--- src/rtl/accumulator_drain.sv ---
// Readout sequencer for the accumulator back buffer: walks every bank/entry in
// bank-major order, applies optional per-lane ReLU and streams words over valid/ready.
module accumulator_drain #(
  parameter int BUFFER_WIDTH           = 8,
  parameter int BANK_COUNT             = 256,
  parameter int TILE_SIZE              = 256,
  parameter int SMALLEST_ELEMENT_WIDTH = 4,
  localparam int SEW     = SMALLEST_ELEMENT_WIDTH,
  localparam int W       = 4 * SMALLEST_ELEMENT_WIDTH,
  localparam int BANK_W  = $clog2(TILE_SIZE),
  localparam int ENTRY_W = $clog2(BUFFER_WIDTH)
) (
  input  logic               clk,
  input  logic               reset_n,
  input  logic               start,
  input  logic               abort,
  input  logic [1:0]         bitwidth,
  input  logic               relu_enable,
  output logic [BANK_W-1:0]  back_buffer_bank_read,
  output logic [ENTRY_W-1:0] back_buffer_bank_entry,
  input  logic [W-1:0]       back_buffer_data_read,
  output logic [W-1:0]       out_data,
  output logic [BANK_W-1:0]  out_bank,
  output logic [ENTRY_W-1:0] out_entry,
  output logic               out_valid,
  input  logic               out_ready,
  output logic               busy,
  output logic               done
);

  localparam logic [BANK_W-1:0]  LAST_BANK  = BANK_W'(BANK_COUNT - 1);
  localparam logic [ENTRY_W-1:0] LAST_ENTRY = ENTRY_W'(BUFFER_WIDTH - 1);

  typedef enum logic [1:0] {S_IDLE, S_RUN, S_FLUSH} state_t;

  // Clears every lane that is negative when read as two's complement.
  function automatic logic [W-1:0] relu_lanes(input logic [W-1:0] d, input logic [1:0] mode);
    logic [W-1:0] r;
    r = d;
    case (mode)
      2'd0: for (int l = 0; l < 4; l++)
              if ($signed(d[l*SEW +: SEW]) < 0) r[l*SEW +: SEW] = '0;
      2'd1: for (int l = 0; l < 2; l++)
              if ($signed(d[l*2*SEW +: 2*SEW]) < 0) r[l*2*SEW +: 2*SEW] = '0;
      default: if ($signed(d) < 0) r = '0;
    endcase
    return r;
  endfunction

  state_t             state_q;
  logic [1:0]         mode_q;
  logic               relu_q;
  logic [BANK_W-1:0]  bank_q;
  logic [ENTRY_W-1:0] entry_q;
  logic [W-1:0]       out_data_q;
  logic [BANK_W-1:0]  out_bank_q;
  logic [ENTRY_W-1:0] out_entry_q;
  logic               out_valid_q;
  logic               busy_q;
  logic               done_q;

  logic               load_d;
  logic               last_d;
  logic [W-1:0]       data_d;

  assign load_d = !out_valid_q || out_ready;
  assign last_d = (bank_q == LAST_BANK) && (entry_q == LAST_ENTRY);
  assign data_d = relu_q ? relu_lanes(back_buffer_data_read, mode_q) : back_buffer_data_read;

  always_ff @(posedge clk or negedge reset_n) begin
    if (!reset_n) begin
      state_q     <= S_IDLE;
      mode_q      <= 2'd0;
      relu_q      <= 1'b0;
      bank_q      <= '0;
      entry_q     <= '0;
      out_data_q  <= '0;
      out_bank_q  <= '0;
      out_entry_q <= '0;
      out_valid_q <= 1'b0;
      busy_q      <= 1'b0;
      done_q      <= 1'b0;
    end else begin
      done_q <= 1'b0;
      if (abort) begin
        state_q     <= S_IDLE;
        bank_q      <= '0;
        entry_q     <= '0;
        out_valid_q <= 1'b0;
        busy_q      <= 1'b0;
      end else begin
        case (state_q)
          S_IDLE: if (start) begin
            mode_q  <= bitwidth;
            relu_q  <= relu_enable;
            bank_q  <= '0;
            entry_q <= '0;
            busy_q  <= 1'b1;
            state_q <= S_RUN;
          end
          S_RUN: if (load_d) begin
            out_data_q  <= data_d;
            out_bank_q  <= bank_q;
            out_entry_q <= entry_q;
            out_valid_q <= 1'b1;
            // The address parks on the final location while the last word drains.
            if (last_d) begin
              state_q <= S_FLUSH;
            end else if (entry_q == LAST_ENTRY) begin
              entry_q <= '0;
              bank_q  <= bank_q + 1'b1;
            end else begin
              entry_q <= entry_q + 1'b1;
            end
          end
          S_FLUSH: if (out_ready) begin
            out_valid_q <= 1'b0;
            busy_q      <= 1'b0;
            done_q      <= 1'b1;
            state_q     <= S_IDLE;
          end
          default: state_q <= S_IDLE;
        endcase
      end
    end
  end

  assign back_buffer_bank_read  = bank_q;
  assign back_buffer_bank_entry = entry_q;
  assign out_data               = out_data_q;
  assign out_bank               = out_bank_q;
  assign out_entry              = out_entry_q;
  assign out_valid              = out_valid_q;
  assign busy                   = busy_q;
  assign done                   = done_q;

endmodule
--- config.mk ---
export PLATFORM = sky130hd
export DESIGN_NAME = accumulator_drain
export DESIGN_NICKNAME = d
export VERILOG_FILES = /design/src/rtl/accumulator_drain.sv
export SDC_FILE = /design/constraint.sdc
export NUM_CORES = 1
export LEC_CHECK = 0
export BUFFER_PORTS_ARGS = -buffer_cell sky130_fd_sc_hd__buf_2
export CORE_MARGIN = 10
export CORE_UTILIZATION = 46
export CTS_CLUSTER_DIAMETER = 50
export DETAILED_ROUTE_END_ITERATION = 6
export PLACE_DENSITY = 0.76
export SLEW_MARGIN = 0
export SYNTH_ARGS = -nofsm -noshare
export SYNTH_HDL_FRONTEND = slang
export SYNTH_SLANG_ARGS = --single-unit
--- constraint.sdc ---
create_clock -name clk -period 1.86 [get_ports clk]
set_input_delay 0.558 -clock clk [delete_from_list [all_inputs] [get_ports clk]]
set_output_delay 0.558 -clock clk [all_outputs]
set_load 0.03 [all_outputs]
-- Yosys cells after proc, flatten, opt, wreduce, memory -nomap -nowiden
Cells that the tools add are included.
W data, S select, Z words.
- flip-flop bits (word level): 46
- bits in latches: 0
- RAM bits: 0
- ROM bits: 0
- input port bits: 24
- output and inout port bits: 41
- word-level logic and storage cells: 84
- memories kept: 0
- add/subtract/negate cells: 2
- multiply operators: 0
- divide/modulo/power cells: 0
- order comparisons: 7
- equal/unequal tests: 11
- shifts and indexed selects: 0
- muxes and demuxes: 37
- bitwise logic cells: 1
- reduce and logical (&&, ||, !) cells: 15
- operators with widths (kind ; number):
    $mux W8 ; 7
    $mux W16 ; 2
    $pmux W16 S2 ; 1
    $ne A3 B3 Y1 const B ; 6
    $lt A16 B1 Y1 const B ; 1
    $lt A4 B1 Y1 const B ; 4
    $lt A8 B1 Y1 const B ; 2
    $mux W4 ; 4
    $pmux W8 S2 ; 1
    $mux W3 ; 5
    $reduce_and A3 Y1 ; 4
    $mux W2 ; 5
    $reduce_bool A3 Y1 ; 3
    $add A8 B1 Y8 const B ; 1
    $eq A8 B8 Y1 const B ; 1
    $mux W1 ; 8
    $reduce_and A4 Y1 ; 2
    $pmux W2 S3 ; 1
    $pmux W3 S2 ; 1
    $reduce_and A5 Y1 ; 1
    $eq A2 B1 Y1 const B ; 2
    $logic_not A2 Y1 ; 2
    $pmux W1 S2 ; 2
    $add A3 B1 Y3 const B ; 1
    other kinds (6) ; 6

-- Logic depth before layout (Yosys ltp)
- word-level depth: 6
- mapped depth: 7
- gate-level depth less buffers: 6

-- Worst setup path after synthesis
No wires, ideal clock.
- kind: reg2reg
- start point: reg entry_q[0] (netlist: back_buffer_bank_entry[0])
- end point: reg bank_q[5] (netlist: back_buffer_bank_read[5])
- library setup time: 77 ps
- arrival: 1902 ps
- data required time: 1783 ps
- setup slack: -120 ps
- stages on the path, launching flop included: 8
- path buffers: 1
- clock period less this slack: 1980 ps
- path through: dfrtp_1 -> ha_1 -> ha_1 -> nand4_1 -> nor3_2 -> buf_2 -> or4_1 -> a21oi_1
- longest elaborated chain between the ends: 4
- elaborated cells on any way between the ends: 5
- those cells by class: eq/ne: 3; reduce/logical: 2
- RTL lines (what ; line ; source):
    start: declaration ; 54 ; logic [ENTRY_W-1:0] entry_q;
    start signal: assignment ; 113 ; entry_q <= entry_q + 1'b1;
    $eq A3 B3 Y1 * ; 67, 109 ;
    $logic_and A1 B1 Y1 ; 67 ; assign last_d = (bank_q == LAST_BANK) && (entry_q == LAST_ENTRY);
    $ne A3 B3 Y1 (no line) ; n/a ;
    $reduce_and A5 Y1 (no line) * ; n/a ;
    end signal: assignment ; 111 ; bank_q <= bank_q + 1'b1;
    end: declaration ; 53 ; logic [BANK_W-1:0] bank_q;
Every way passes the cells marked *; elsewhere a longest branch is shown, timed or not.
A chain may end at the register's enable or synchronous reset.

-- Worst setup path in the final report
- start point: reg entry_q[1] (netlist: back_buffer_bank_entry[1])
- end point: reg bank_q[6] (netlist: back_buffer_bank_read[6])
The elaborated chain is that of the path after synthesis.

==> results.ini <==
[run_status]
outcome=finished, violations left
violated_checks=setup timing

[timing]
maxSlewViolCount=0
layout_worst_path_cycle_share_pct=100
finalSetupViolations=1
maxClockFrequency_mhz=537
relSlewSlack_pct=66.1
hold_viol_final=0
final_critical_path_setup_slack_ps=-1.34
worst_pin_slew_ps=503
worst_clock_skew_ps=4.63
layout_min_cycle_time_ps=1860

[setup_path]
setup.worst_path.class=register to register
critical-path-top-delay-family=simple AND/OR/NAND/NOR gates
cp_slowest_cell=sky130_fd_sc_hd__or4_1
critPathMaxFanout=6
timing.critical_path.slowest_cell_delay_ps=510
worstPathArrival_ps=2080
crit_path_cell_trace=ha_4 -> ha_4 -> nand4_1 -> nor3_2 -> buf_6 -> or4_1 -> a21oi_1
crit_path_frequent_cell=sky130_fd_sc_hd__ha_4
critical_path.startpoint_type=register
worst_ep_required_time_ps=2080
critical_path_buf_inv_count=1
category_of_the_worst_setup_path_capture_point=register

[synth]
synth_fp_nets=239
synth.area.top_cells=sky130_fd_sc_hd__dfrtp_1, sky130_fd_sc_hd__nand2_1, sky130_fd_sc_hd__a22o_1, sky130_fd_sc_hd__mux2_2, sky130_fd_sc_hd__a21oi_1
synth_area_um2=2160
ys_warn_count=0
number_of_synthesized_flops_with_an_enable_pin=0
ys_ff_latch=46
ys_async_sr_fraction_pct=100
post_synth.cell_area_avg_um2=10.2
syn_inst=212
ys.flop_type=sky130_fd_sc_hd__dfrtp_1
area_leader_netlist=sky130_fd_sc_hd__dfrtp_1
sequential_fraction_of_the_synthesis_area_pct=53.2
synth_top_area_share_pct=53.2
synth_cell_type_count=44

[job]
maxCapViolations=0

[clocking]
cts_root_buf=sky130_fd_sc_hd__clkbuf_8
cts_htree_levels=2
worst_skew_pair.late_latency_ps=300
clock_sink_count=46
clock_path_buffers=2
cts_tree=yes
cts-hold-fix-buffers=0
clk_pin_slew_ps=80
tritoncts.num_buffers=5

[global_route]
largest_net_degree_at_the_start_of_global_routing=47
grt-ovfl-total=0
antenna_found_initial=0
first_global_vias=1830
grt_use_total_pct=14.2
grt_first_pass_wirelength_um=8680

[cells_and_area]
post_route_cells_drive_above_1_share_pct=39.7
final_nets=323
layoutNonFillerInstCount=349
antenna_cells=0
stdcell_area_um2=2820
fillCellCount=397
area_delta_synth_final_pct=30.5

[die]
floorplan.initialDensity_pct=48.7
floorplan.io_pins=65
fp.coreArea_um2=4440
die_h_um=88.6
core.rowCount=24
die_width_um=88.6
die_area_um2=7850

[detailed_routing]
first_iter_violations=105
wire_per_inst_um=15.9
routed-via-count=1857
drc_violations_left=0
drt_pre_antenna_iters=4
final_antenna_net_count=0
via_per_inst=5.32
wl_um=5560

[min_path]
holdCritPathClass=input port to async pin

[place]
dp_hpwl_um=4080
place.detailed.instances=336
placement.cell_area_um2=2660
placement.io_buffers=64
gp_routability_congestion=0.830

[power]
p_leak_uw=0.00147
p_per_area_nw_per_um2=944
max-vdd-ir-drop_v=0.000412

==> through the flow <==
stage,setup TNS (ps),utilization (%),total power (µW),setup WS [ps],hold WS [ps]
after floorplan,0,-,1700,11.0,262
after global placement,0,59.8,1940,77.2,444
after detailed placement,0,59.8,1950,21.7,452
after CTS,0,62.2,2690,4.61,223
after global routing,-105,63.5,2810,-75.7,237
final,-1.34,63.5,2660,-1.34,210
==> cells in the mapped netlist, drive strengths merged (3+ instances only) <==
cell    number
nand2       50
dfrtp       46
a21oi       10
o21ai       10
a22o         9
inv          8
buf          6
mux2         5
mux2i        5
nand2b       5
nand3        5
nand4        5
nor2         5
o31ai        5
or4          5
clkbuf       4
ha           3
nor2b        3
nor3         3
==> registers in the layout (all words and copies together) (netlist names) <==
signal / count
busy: 1
back_buffer_bank_read: 8
back_buffer_bank_entry: 3
out_data: 16
state_q: 2
out_valid: 1
out_entry: 3
done: 1
out_bank: 8
relu_q: 1
mode_q: 2
==> cell families (layout without fill, tap and decap cells) <==
family / count (synthesis) / count (layout) / share of synthesized area (%)
DFF: 46 / 46 / 53.2
adders and majority gates: 3 / 3 / 1.74
AOI/OAI and AO/OA: 44 / 44 / 13.9
buffers and inverters: 18 / 103 / 4.57
and+or+nand+nor: 91 / 91 / 21.7
muxes: 10 / 10 / 4.92
==> placed cells by master (no fill, tap or decap), types with 4 or more instances in the layout <==
| cell | Yosys | final |
|---|---|---|
| sky130_fd_sc_hd__a22o_1 | 9 | 9 |
| sky130_fd_sc_hd__nor2_1 | 4 | 4 |
| sky130_fd_sc_hd__buf_2 | 1 | 65 |
| sky130_fd_sc_hd__mux2i_1 | 5 | 5 |
| sky130_fd_sc_hd__buf_4 | 2 | 20 |
| sky130_fd_sc_hd__nand2_1 | 50 | 50 |
| sky130_fd_sc_hd__nand4_1 | 4 | 4 |
| sky130_fd_sc_hd__nand3_1 | 5 | 5 |
| sky130_fd_sc_hd__nand2b_1 | 5 | 5 |
| sky130_fd_sc_hd__dfrtp_1 | 46 | 43 |
| sky130_fd_sc_hd__o31ai_1 | 5 | 5 |
| sky130_fd_sc_hd__a21oi_1 | 10 | 7 |
| sky130_fd_sc_hd__inv_1 | 7 | 7 |
| sky130_fd_sc_hd__mux2_2 | 5 | 5 |
| sky130_fd_sc_hd__clkbuf_8 | 0 | 5 |
| sky130_fd_sc_hd__o21ai_0 | 10 | 10 |
==> final timing paths <==
path / start / to / slack (ps) / cells past startpoint
min in group clk: out_data[13] / out_data[13] / 460 / 2
hold / removal: reset_n / out_valid / 210 / 2
setup / recovery: back_buffer_bank_entry[1] / back_buffer_bank_read[6] / -1 / 7
setup reg to reg: back_buffer_bank_entry[1] / back_buffer_bank_read[6] / -1 / 7
max in group asynchronous: reset_n / back_buffer_bank_entry[0] / 1400 / 2
hold reg to reg: out_data[13] / out_data[13] / 460 / 2
==> cell type report <==
type	count	area, µm²	area share [%]
inverters	8	30.0	1.06
multi-input cells	148	960	34.0
well taps	52	65.1	2.30
clock inverters	1	30.0	1.06
clock buffers	7	76.3	2.70
flip-flops and latches	46	1150	40.9
repair buffers	87	507	18.0
==> what timing repair did <==
item,CTS,global route
gates resized for setup,0,7
endpoints found under the setup margin,0,8
setup buffers,0,4
==> per-layer routing <==
layer | up-vias | track usage (%) | wire length [µm]
met5 | - | 0 | 0
met2 | 54 | 23.6 | 2700
met1 | 876 | 16.4 | 2310
li1 | 917 | - | -
met3 | 10 | 4.50 | 430
met4 | 0 | 6.31 | 125
==> report_power, final <==
group          total [µW]  leakage [µW]  switching (µW)  internal [µW]
logic                 715      0.000809             464            251
clock network         735     0.0000524             332            402
registers            1210      0.000607            83.8           1130
total                2660       0.00147             880           1780
(Power assumes the default switching activity.)
